===== src/rtl/seek_c_pkg.sv =====
// Shared widths, state encoding and the saturating-add helper for seek_c.
package seek_c_pkg;

    localparam int DATAWIDTH      = 16;
    localparam int SEEK_C_FRAC_W  = 13;
    localparam int SEEK_C_CARRY_W = 2;
    localparam int ACC_W          = SEEK_C_FRAC_W + SEEK_C_CARRY_W;

    typedef enum logic [1:0] {
        ST_IDLE = 2'd0,
        ST_ACC  = 2'd1,
        ST_OUT  = 2'd2
    } state_e;

    // Returns {saturated, sum}; the sum pins to all-ones when the true sum exceeds ACC_W bits.
    function automatic logic [ACC_W:0] sat_add(input logic [ACC_W-1:0] acc,
                                               input logic [SEEK_C_FRAC_W-1:0] mag);
        logic [ACC_W:0] wide;
        wide = {1'b0, acc} + {{(ACC_W + 1 - SEEK_C_FRAC_W){1'b0}}, mag};
        if (wide[ACC_W]) begin
            sat_add = {1'b1, {ACC_W{1'b1}}};
        end else begin
            sat_add = wide;
        end
    endfunction

endpackage


===== src/rtl/seek_c_mag.sv =====
// Sample magnitude extraction for seek_c.
// SEEK_C_ABS_EN defined   : x_in is signed; mag = |x_in| clamped to 0x1FFF.
// SEEK_C_ABS_EN undefined : x_in is unsigned; mag = x_in[12:0].
module seek_c_mag
    import seek_c_pkg::*;
(
    input  logic [DATAWIDTH-1:0]     x_in,
    output logic [SEEK_C_FRAC_W-1:0] mag
);

`ifdef SEEK_C_ABS_EN
    localparam logic [DATAWIDTH-1:0] MAG_MAX = DATAWIDTH'((1 << SEEK_C_FRAC_W) - 1);

    logic [DATAWIDTH-1:0] abs_v;

    // Absolute value, then clamp; 0x8000 negates to itself and clamps to the maximum.
    always_comb begin
        abs_v = x_in[DATAWIDTH-1] ? (~x_in + DATAWIDTH'(1)) : x_in;
        if (abs_v > MAG_MAX) begin
            mag = MAG_MAX[SEEK_C_FRAC_W-1:0];
        end else begin
            mag = abs_v[SEEK_C_FRAC_W-1:0];
        end
    end
`else
    logic x_hi_unused;

    assign mag         = x_in[SEEK_C_FRAC_W-1:0];
    assign x_hi_unused = ^x_in[DATAWIDTH-1:SEEK_C_FRAC_W];
`endif

endmodule


===== src/rtl/seek_c.sv =====
// seek_c: accumulates NTERMS sample magnitudes into a saturating 15-bit frame sum.
// c = {1'b0, acc}; c_vld is a one-cycle pulse meant to drive seek_e.en directly.
// Handshake: x_in is consumed in any ACC cycle where x_vld is high and start is low;
// there is no backpressure, and c is held from its c_vld cycle until the next result.
// Optional feature macro: SEEK_C_ABS_EN (signed magnitude input, handled in seek_c_mag).
module seek_c
    import seek_c_pkg::*;
#(
    parameter int NTERMS = 4,
    parameter int CNT_W  = 8
) (
    input  logic                 clk,
    input  logic                 reset,
    input  logic [DATAWIDTH-1:0] x_in,
    input  logic                 x_vld,
    input  logic                 start,
    output logic [DATAWIDTH-1:0] c,
    output logic                 c_vld,
    output logic                 busy,
    output logic                 ovf,
    output logic [1:0]           state_dbg
);

    localparam logic [CNT_W-1:0] LAST_CNT = CNT_W'(NTERMS - 1);

    state_e                  state_q, state_d;
    logic [ACC_W-1:0]        acc_q, acc_d;
    logic [CNT_W-1:0]        cnt_q, cnt_d;
    logic [DATAWIDTH-1:0]    c_q, c_d;
    logic                    c_vld_q, c_vld_d;
    logic                    busy_q, busy_d;
    logic                    ovf_q, ovf_d;

    logic [SEEK_C_FRAC_W-1:0] mag;
    logic [ACC_W:0]           add_res;
    logic [ACC_W-1:0]         acc_next;
    logic                     add_sat;

    seek_c_mag u_mag (
        .x_in (x_in),
        .mag  (mag)
    );

    // Saturating accumulate of the current sample onto the running sum.
    always_comb begin
        add_res  = sat_add(acc_q, mag);
        add_sat  = add_res[ACC_W];
        acc_next = add_res[ACC_W-1:0];
    end

    // Next-state: frame control, sample acceptance and result capture.
    always_comb begin
        state_d = state_q;
        acc_d   = acc_q;
        cnt_d   = cnt_q;
        c_d     = c_q;
        c_vld_d = 1'b0;
        ovf_d   = ovf_q;
        case (state_q)
            ST_IDLE: begin
                if (start) begin
                    state_d = ST_ACC;
                    acc_d   = '0;
                    cnt_d   = '0;
                    ovf_d   = 1'b0;
                end
            end
            ST_ACC: begin
                if (start) begin
                    // Abort: the partial frame is dropped and c keeps the previous result.
                    acc_d = '0;
                    cnt_d = '0;
                    ovf_d = 1'b0;
                end else if (x_vld) begin
                    acc_d = acc_next;
                    cnt_d = cnt_q + CNT_W'(1);
                    ovf_d = ovf_q | add_sat;
                    if (cnt_q == LAST_CNT) begin
                        c_d     = {{(DATAWIDTH - ACC_W){1'b0}}, acc_next};
                        c_vld_d = 1'b1;
                        cnt_d   = '0;
                        state_d = ST_OUT;
                    end
                end
            end
            ST_OUT: begin
                // The c_vld pulse is already on the output; a start here chains a new frame.
                state_d = ST_IDLE;
                if (start) begin
                    state_d = ST_ACC;
                    acc_d   = '0;
                    cnt_d   = '0;
                    ovf_d   = 1'b0;
                end
            end
            default: begin
                state_d = ST_IDLE;
            end
        endcase
        busy_d = (state_d != ST_IDLE);
    end

    // State and registered outputs, asynchronously cleared by active-low reset.
    always_ff @(posedge clk or negedge reset) begin
        if (!reset) begin
            state_q <= ST_IDLE;
            acc_q   <= '0;
            cnt_q   <= '0;
            c_q     <= '0;
            c_vld_q <= 1'b0;
            busy_q  <= 1'b0;
            ovf_q   <= 1'b0;
        end else begin
            state_q <= state_d;
            acc_q   <= acc_d;
            cnt_q   <= cnt_d;
            c_q     <= c_d;
            c_vld_q <= c_vld_d;
            busy_q  <= busy_d;
            ovf_q   <= ovf_d;
        end
    end

    assign c         = c_q;
    assign c_vld     = c_vld_q;
    assign busy      = busy_q;
    assign ovf       = ovf_q;
    assign state_dbg = state_q;

endmodule


===== config.mk =====
export PLATFORM = sky130hd
export DESIGN_NAME = seek_c
export DESIGN_NICKNAME = d
export VERILOG_FILES = /design/src/rtl/seek_c_pkg.sv /design/src/rtl/seek_c_mag.sv /design/src/rtl/seek_c.sv
export SDC_FILE = /design/constraint.sdc
export NUM_CORES = 1
export LEC_CHECK = 0
export BUFFER_PORTS_ARGS = -buffer_cell sky130_fd_sc_hd__buf_2
export CORE_MARGIN = 2
export CORE_UTILIZATION = 60
export CTS_BUF_LIST = sky130_fd_sc_hd__clkbuf_2
export DETAILED_ROUTE_END_ITERATION = 12
export PLACE_DENSITY = 0.84
export SYNTH_ARGS = -nofsm -noshare
export SYNTH_HDL_FRONTEND = slang
export SYNTH_HIERARCHICAL = 1
export SYNTH_SLANG_ARGS = --single-unit

===== constraint.sdc =====
create_clock -name clk -period 6.2 [get_ports clk]
set_clock_uncertainty 0.2 [all_clocks]
set_input_delay 1.24 -clock clk [delete_from_list [all_inputs] [get_ports clk]]
set_output_delay 1.24 -clock clk [all_outputs]
set_load 0.005 [all_outputs]

==> flow_metrics.tcl, run 1 <==
set metrics [dict create \
    wire_per_inst_um 14.6 \
    rsz0062_at_grt "no" \
    grt_use_total_pct 22.7 \
    min_from "ovf$_DFFE_PN0P_" \
    fin_area_mm2 0.00273 \
    die_y_um 69.8 \
    run_status "finished, final reports clean" \
    yosysWarnings 6 \
    max-vdd-ir-drop_mv 0.176 \
    tightestPinTransition_ns 1.14 \
    r2r_slack_ns 3.23 \
    r2r_end "c[13]$_DFFE_PN0P_" \
    synthMuxAreaShare_pct 0.771 \
    fin_crit_ns 3.51 \
    synth_cells 284 \
    final_layout_size_suffix_gt1_share_pct 19.3 \
    wl_mm 5.21 \
    hold_viol 0 \
    drc 0 \
    synth-simple-area-share_pct 16.2 \
    antenna_found_initial 0 \
    synth_edf_count 0 \
    drt_pass1_iterations 4 \
    post_dp_cell_area_mm2 0.00269 \
    fmax_mhz 285 \
    hold_depth 2 \
    holdPathEnd "ovf$_DFFE_PN0P_" \
    cts.sinks 43 \
    post-route-period-util_pct 56.7 \
    n_antenna_cell 0 \
    ant_nets 0 \
    synth.distinct_cells 46 \
    leakage_nw 1.31 \
    synth-xor-area-share_pct 5.06 \
    cts_hold_buffers 0 \
    relSlewSlack_pct 23.7 \
    numPortBuffers 36 \
    p_per_area_mw_per_mm2 273 \
    ys.flop_type "dfrtp_1" \
    post-cts-setup-buffers 0 \
    ys_seq_area_share_pct 41.5 \
    dieArea_mm2 0.00487 \
    start_util_pct 63.5 \
    synth-compound-area-share_pct 21.6 \
    async_flop_share_pct 100 \
    place.gp.congestion 0.852 \
    clkLatencyLatePin_ns 0.42 \
    final_cell_mix "43 x dfrtp_1, 36 x buf_2, 32 x nor2_1" \
    first_global_vias 1949 \
    cp-end-kind "register" \
    post_cts_resized 0 \
    ioPinCount 41 \
    rows 23 \
    r2r_cells 5 \
    cts_tree "yes" \
    clk_pin_slew_ns 0.20 \
    max-clock-path-buffers 2 \
    arrival_ns 3.65 \
    cts_buffers 5 \
    slew_viol_final 0 \
    grt_max_degree 44 \
    final_common_cell "dfrtp_1" \
    avgSynthCellArea_um2 9.14 \
    ctsRootBufferMaster "clkbuf_2" \
    vias_per_cell 5.86 \
    nets 340 \
    drt_iter0_markers 117 \
    syn_nets 319 \
    overflow 0 \
    grt_pass1_wl_mm 8.89 \
    finalSetupTns_ns 0 \
    reg2reg_from "state_dbg[1]$_DFF_PN0_" \
    crit_fanout 31 \
    dp_hpwl_mm 3.61 \
    critPathRequiredTime_ns 6.34 \
    die_w_um 69.8 \
    htree_levels 2 \
    critical_path_class "primary input to register" \
    synth_top_family_by_area "compound AO/OA/AOI/OAI gates" \
    max_cap_violations 0 \
    yosys_register_bits 43 \
    core-area_mm2 0.00409 \
    syn_to_final_growth_pct 5.06 \
    syn-cell-area_mm2 0.00259 \
    setup_viol 0 \
    vias 2086 \
    critPathLaunchType "primary input" \
    hold_path.class "register to register" \
    synth_adder_area_share_pct 7.52 \
]
## critical path, stage by stage
cell and delay (ns):
buf_2 0.12, inv_1 0.11, nand4_1 0.65, nor2_2 1.15
nor2b_1 0.12, a31o_2 0.25
## area by class of cell
cell class | count | area, um^2
timing repair buffer | 38 | 195
inverter | 5 | 18.8
clock buffer | 7 | 35.0
sequential | 43 | 1080
fill | 331 | 1360
tap | 50 | 62.6
multi-input combinational | 212 | 1330
clock inverter | 1 | 5.00
## sequential cells by signal, indices dropped and copies added, names as in the netlist
| name | flops |
|---|---|
| acc_q | 15 |
| busy | 1 |
| c | 15 |
| c_vld | 1 |
| cnt_q | 8 |
| ovf | 1 |
| state_dbg | 2 |
## cell families (layout without fill, tap and decap cells)
group                    Yosys count  count (layout)
AND/OR/NAND/NOR                   94              94
AO/OA/AOI/OAI                     85              85
flip-flops                        43              43
buffers and inverters             29              51
adder cells (fa/ha/maj)           15              15
XOR/XNOR                          15              15
multiplexers                       2               2
other                              1               1
## worst max-delay path by stage
stage               startpoint                    end  cells after the start  slack, ns
floorplan              x_in[0]  acc_q[14]$_DFFE_PN0P_                      9       2.81
global placement         start      c[13]$_DFFE_PN0P_                      6       2.27
detailed placement       start      c[13]$_DFFE_PN0P_                      6       2.25
CTS                      start      c[13]$_DFFE_PN0P_                      6       2.71
global route             start      c[13]$_DFFE_PN0P_                      6       2.46
finish                   start      c[13]$_DFFE_PN0P_                      6       2.69
## per-layer routing
layer | GRT usage [%] | part of all wire [%] | wire length (um) | vias up
met1 | 32.1 | 48 | 2480 | 989
met3 | 5.38 | 5.9 | 305 | 6
met5 | 0 | 0 | 0 | -
li1 | - | - | - | 1032
met4 | 6.62 | 1.2 | 65 | 0
met2 | 35.1 | 45 | 2360 | 59
## through the flow
stage | hold WS (ns) | utilization, % | power (W) | setup slack [ns] | instances
6_report | 0.306 | 66.7 | 0.000744 | 2.69 | 356
3_3_place_gp | 0.259 | 65.7 | 0.000615 | 2.27 | 348
4_1_cts | 0.310 | 66.7 | 0.000751 | 2.71 | 356
5_1_grt | 0.350 | 66.7 | 0.000798 | 2.46 | 356
3_5_place_dp | 0.257 | 65.7 | 0.000625 | 2.25 | 348
2_1_floorplan | 0.256 | - | 0.000558 | 2.81 | 284
## cell usage after synthesis (3+ instances only)
cell type  count  area [um^2]
inv_1          5         18.8
o21ai_1        7         35.0
o21ai_0       14         70.1
nand3_1        8         40.0
clkbuf_1       6         22.5
dfrtp_1       43         1080
a211oi_1       3         22.5
nor2_1        33          124
buf_4         14          105
a31oi_1        5         31.3
a21oi_2        7         61.3
xor2_1         5         43.8
nand2_1       31          116
nor3_1         6         30.0
or3_1          3         18.8
a21o_1         4         30.0
a21oi_1       24          120
nand4_1        5         31.3
o211ai_1       5         37.5
xnor2_1       10         87.6
ha_1          14          175
## power breakdown
group	total (W)	switching, W	internal [W]
Sequential	0.000351	0.0000255	0.000325
Clock	0.000125	0.0000939	0.0000308
Combinational	0.000269	0.000155	0.000114
Power figures use the tool's default switching activity.
==> run 2, diff against run 1 <==
--- a/config.mk
+++ b/config.mk
@@ -7,10 +7,10 @@
 export LEC_CHECK = 0
 export BUFFER_PORTS_ARGS = -buffer_cell sky130_fd_sc_hd__buf_2
 export CORE_MARGIN = 2
-export CORE_UTILIZATION = 60
+export CORE_UTILIZATION = 53
 export CTS_BUF_LIST = sky130_fd_sc_hd__clkbuf_2
 export DETAILED_ROUTE_END_ITERATION = 12
-export PLACE_DENSITY = 0.84
+export PLACE_DENSITY = 0.78
 export SYNTH_ARGS = -nofsm -noshare
 export SYNTH_HDL_FRONTEND = slang
 export SYNTH_HIERARCHICAL = 1
==> constraint.sdc (replaced) <==
create_clock -name clk -period 3.1 [get_ports clk]
set_clock_uncertainty 0.2 [all_clocks]
set_input_delay 0.62 -clock clk [delete_from_list [all_inputs] [get_ports clk]]
set_output_delay 0.62 -clock clk [all_outputs]
set_load 0.005 [all_outputs]
==> run 2 against run 1 <==
  * Non-clock buffer count is 5 higher
  * Hold slack got worse by 0.18 ns
  * Utilization is 7.8 points lower
  * Sequential share of layout area down 0.80 points
  * Clock power grew 88%
  * Combinational power up 110%
  * Cell area rose by 2.1%
  * Global-route usage fell by 1.4 points
  * Routed wire length down 0.63%
  * Via count down 0.29%
  * Largest cell class unchanged
==> flow_metrics.tcl, run 2 (synthesis gave the netlist of run 1 again) <==
set metrics [dict create \
    wl_mm 5.18 \
    rows 25 \
    p_per_area_mw_per_mm2 536 \
    cts_tree "yes" \
    leakage_nw 1.33 \
    grt_use_total_pct 21.3 \
    critical_path_class "register to register" \
    cts_buffers 5 \
    post_dp_cell_area_mm2 0.00275 \
    multi_input_area_mm2 0.00133 \
    numPortBuffers 36 \
    fin_crit_ns 2.71 \
    critPathLaunchType "register" \
    clk_pin_slew_ns 0.21 \
    first_global_vias 1972 \
    antenna_found_initial 0 \
    grt_use_met3_pct 4.88 \
    hold_viol 0 \
    total_power_w 0.00149 \
    die_y_um 74.0 \
    ctsRootBufferMaster "clkbuf_2" \
    critPathRequiredTime_ns 3.21 \
    grt_busiest_layer "met2" \
    drt_pass1_iterations 6 \
    syn_to_final_growth_pct 7.23 \
    ioPinCount 41 \
    run_status "finished, final reports clean" \
    drt_iter0_markers 115 \
    finalSetupTns_ns 0 \
    drc 0 \
    final_cells 378 \
    crit_family "compound AO/OA/AOI/OAI gates" \
    fill_cells 421 \
    fin_area_mm2 0.00278 \
    post-route-period-util_pct 87.5 \
    post-cts-setup-buffers 0 \
    nets 345 \
    slew_viol_final 0 \
    fin_util_pct 58.9 \
    slowest_stage "dfrtp_1" \
    wire_per_inst_um 13.7 \
    cts.sinks 43 \
    crit_chain "ha_1, fa_1, a21oi_1, o21ai_0, a211oi_1, o21ai_0, a22oi_1, o2bb2ai_1" \
    dp.cells 370 \
    post_cts_resized 0 \
    ant_nets 0 \
    n_antenna_cell 0 \
    final_layout_size_suffix_gt1_share_pct 19.9 \
    fmax_mhz 369 \
    use_met2_pct 33.3 \
    grt_pass1_wl_mm 9.09 \
    tightestPinTransition_ns 0.943 \
    max_stage_delay_ns 0.43 \
    start_util_pct 54.9 \
    setup_viol 0 \
    cts_hold_buffers 0 \
    overflow 0 \
    relSlewSlack_pct 37.1 \
    dieArea_mm2 0.00547 \
    final_common_cell "dfrtp_1" \
    final_cell_mix "43 x dfrtp_1, 36 x buf_2, 32 x nor2_1" \
    max-vdd-ir-drop_mv 0.254 \
    vias 2080 \
    path_buf_inv 0 \
    seqCellArea_mm2 0.00108 \
    dp_hpwl_mm 3.70 \
    met1_usage_pct 30.0 \
    clkLatencyLatePin_ns 0.40 \
    max_cap_violations 0 \
    hold_path.class "primary input to async pin" \
    crit_fanout 3 \
    vias_per_cell 5.50 \
    cp-end-kind "register" \
    max-clock-path-buffers 2 \
    arrival_ns 2.82 \
    crit_top_cell "o21ai_0" \
    htree_levels 2 \
    place.gp.congestion 0.812 \
    grt_max_degree 44 \
    core-area_mm2 0.00472 \
    rsz0062_at_grt "no" \
    die_w_um 74.0 \
]
[run 2: cell types whose count changed in the layout (fill, tap and decap cells not counted), sizes merged]
cell	previous run	this run
clkinv	1	2
clkbuf	7	6
buf	38	43
[run 2: where the power goes]
group	leakage [nW]	switching [W]	total (W)	internal, W
sequential	0.569	0.0000521	0.000702	0.000650
clock	0.0281	0.000181	0.000235	0.0000544
combinational	0.728	0.000313	0.000555	0.000242
[run 2: through the flow]
step | hold slack, ns | setup WS (ns)
3_5_place_dp | 0.264 | 0.109
3_3_place_gp | 0.261 | 0.145
6_report | 0.130 | 0.388
2_1_floorplan | 0.124 | 0.333
4_1_cts | 0.146 | 0.381
5_1_grt | 0.157 | 0.0805
[run 2: worst paths after layout]
path | start | endpoint | slack, ns | cells after the start
max | acc_q[0]$_DFFE_PN0P_ | acc_q[14]$_DFFE_PN0P_ | 0.39 | 8
min | reset | c[3]$_DFFE_PN0P_ | 0.13 | 1
max reg2reg | acc_q[0]$_DFFE_PN0P_ | acc_q[14]$_DFFE_PN0P_ | 0.39 | 8
min reg2reg | ovf$_DFFE_PN0P_ | ovf$_DFFE_PN0P_ | 0.31 | 2
max in group asynchronous | reset | acc_q[14]$_DFFE_PN0P_ | 2.00 | 1
min in group clk | start | state_dbg[0]$_DFF_PN0_ | 0.28 | 2
[run 2: layer usage]
layer | up-vias | wire [um]
met5 | - | 0
met4 | 0 | 40
met3 | 4 | 218
met2 | 48 | 2320
met1 | 985 | 2600
li1 | 1043 | -
[run 2: cell type report]
type | instances | area share, %
clock buffer | 6 | 1.08
clock inverter | 2 | 0.270
inverter | 5 | 0.674
multi-input combinational | 212 | 47.9
sequential | 43 | 38.7
tap | 67 | 3.01
timing repair buffer | 43 | 8.36
==> run 3, diff against run 2 <==
--- a/config.mk
+++ b/config.mk
@@ -5,12 +5,13 @@
 export SDC_FILE = /design/constraint.sdc
 export NUM_CORES = 1
 export LEC_CHECK = 0
-export BUFFER_PORTS_ARGS = -buffer_cell sky130_fd_sc_hd__buf_2
+export BUFFER_PORTS_ARGS = -buffer_cell sky130_fd_sc_hd__buf_4
+export CAP_MARGIN = 20
 export CORE_MARGIN = 2
 export CORE_UTILIZATION = 53
 export CTS_BUF_LIST = sky130_fd_sc_hd__clkbuf_2
 export DETAILED_ROUTE_END_ITERATION = 12
-export PLACE_DENSITY = 0.78
+export PLACE_DENSITY = 0.82
 export SYNTH_ARGS = -nofsm -noshare
 export SYNTH_HDL_FRONTEND = slang
 export SYNTH_HIERARCHICAL = 1
==> run 3 against run 2 <==
  * Via count rose by 2.6%
  * Critical endpoint is now c[14]$_DFFE_PN0P_
  * Routed wire length rose by 4.5%
  * Register-to-register slack got worse by 0.02 ns
  * Worst setup slack got worse by 0.022 ns
  * First-iteration DRC count did not move
  * Fmax fell by 0.80%
  * Highest routed layer unchanged
  * Sequential cell count did not move
  * Largest cell class unchanged
  * Utilization rose by 2.6 points
==> flow_metrics.tcl, run 3 (synthesis gave the netlist of run 1 again) <==
set metrics [dict create \
    run_status "finished, final reports clean" \
    drt_iter0_markers 115 \
    cts.sinks 43 \
    crit_family "compound AO/OA/AOI/OAI gates" \
    r2r_cells 8 \
    crit_chain "ha_1, fa_1, a21oi_1, o21ai_0, a211oi_1, o21ai_0, xnor2_1, a31oi_1" \
    critical_path_class "register to register" \
    core-area_mm2 0.00472 \
    drc 0 \
    clk_pin_slew_ns 0.24 \
    htree_levels 2 \
    antenna_found_initial 0 \
    vias_per_cell 5.60 \
    start_util_pct 54.9 \
    path_buf_inv 0 \
    critPathLaunchType "register" \
    post-cts-setup-buffers 0 \
    nets 348 \
    hold_path.class "primary input to register" \
    cp-end-kind "register" \
    fmax_mhz 366 \
    setup_viol 0 \
    drt_pass1_iterations 4 \
    place.gp.congestion 0.840 \
    fin_crit_ns 2.73 \
    final_layout_size_suffix_gt1_share_pct 21.0 \
    cts_hold_buffers 1 \
    max_cap_violations 0 \
    crit_start "acc_q[0]$_DFFE_PN0P_" \
    die_y_um 74.0 \
    fin_ws_ns 0.366 \
    grt_pass1_wl_mm 8.80 \
    max-vdd-ir-drop_mv 0.194 \
    dp_hpwl_mm 4.01 \
    die_w_um 74.0 \
    vias 2134 \
    relSlewSlack_pct 34.5 \
    arrival_ns 2.88 \
    grt_use_total_pct 20.8 \
    hold_depth 2 \
    post-route-period-util_pct 88.2 \
    holdPathEnd "state_dbg[0]$_DFF_PN0_" \
    hold_viol 0 \
    ant_nets 0 \
    rows 25 \
    reg2reg_from "acc_q[0]$_DFFE_PN0P_" \
    overflow 0 \
    finalSetupTns_ns 0 \
    rsz0062_at_grt "no" \
    max_stage_delay_ns 0.44 \
    cts_tree "yes" \
    dieArea_mm2 0.00547 \
    ctsRootBufferMaster "clkbuf_2" \
    total_power_w 0.00156 \
    n_antenna_cell 0 \
    leakage_nw 1.36 \
    crit_fanout 3 \
    r2r_slack_ns 0.37 \
    cts_buffers 5 \
    max-clock-path-buffers 2 \
    clkLatencyLatePin_ns 0.42 \
    min_from "start" \
    syn_to_final_growth_pct 12.0 \
    numPortBuffers 36 \
    slowest_stage "dfrtp_1" \
    crit_top_cell "o21ai_0" \
    p_per_area_mw_per_mm2 536 \
    final_common_cell "buf_4" \
    first_global_vias 2017 \
    slew_viol_final 0 \
    r2r_end "c[14]$_DFFE_PN0P_" \
    wl_mm 5.41 \
    ioPinCount 41 \
    grt_max_degree 44 \
    wire_per_inst_um 14.2 \
    place_worst_setup_slack_ns 0.128 \
    post_cts_resized 0 \
    critPathRequiredTime_ns 3.25 \
    final_cell_mix "45 x buf_4, 43 x dfrtp_1, 32 x nor2_1" \
    tightestPinTransition_ns 0.976 \
]
[run 3: cell count changes in the layout (fill, tap and decap cells not counted), sizes merged]
| cell | previous run | this run |
|---|---|---|
| buf | 43 | 45 |
| clkbuf | 6 | 5 |
| clkinv | 2 | 1 |
| clkinvlp | 0 | 2 |
| dlygate4sd3 | 0 | 1 |
[run 3: worst max path at each step]
stage | end | cells after the start
after floorplan | acc_q[14]$_DFFE_PN0P_ | 9
after global placement | acc_q[14]$_DFFE_PN0P_ | 9
after detailed placement | acc_q[14]$_DFFE_PN0P_ | 9
after CTS | c[14]$_DFFE_PN0P_ | 8
after global routing | c[14]$_DFFE_PN0P_ | 8
final | c[14]$_DFFE_PN0P_ | 8
[run 3: cell type report]
type / instances / area [um^2]
Multi-Input combinational cell: 212 / 1330
Sequential cell: 43 / 1080
Tap cell: 67 / 83.8
Timing Repair Buffer: 46 / 348
Inverter: 5 / 18.8
Clock buffer: 5 / 25.0
Fill cell: 413 / 1820
Clock inverter: 3 / 20.0
[run 3: per-layer routing]
metal  vias to the layer above  routed length, um  share of wire [%]  track usage, %
met5                         -                  0                  0               0
met4                         0                 83                1.5            10.1
met3                         8                240                4.4            3.39
met2                        55               2510                 46            33.8
met1                      1021               2570                 48            27.2
li1                       1050                  -                  -               -
[run 3: power by group]
part	leakage [nW]	internal, W	switching (W)
clock network	0.0250	0.0000534	0.000198
logic	0.763	0.000280	0.000319
registers	0.569	0.000650	0.0000580
[run 3: through the flow]
stage	hold slack [ns]	cell area, um^2	util [%]	cells
after CTS	0.236	2910	61.5	381
final	0.256	2910	61.5	381
after detailed placement	0.266	2850	60.3	372
after global routing	0.231	2910	61.5	381
after floorplan	0.124	2590	-	284
after global placement	0.272	2850	60.3	372
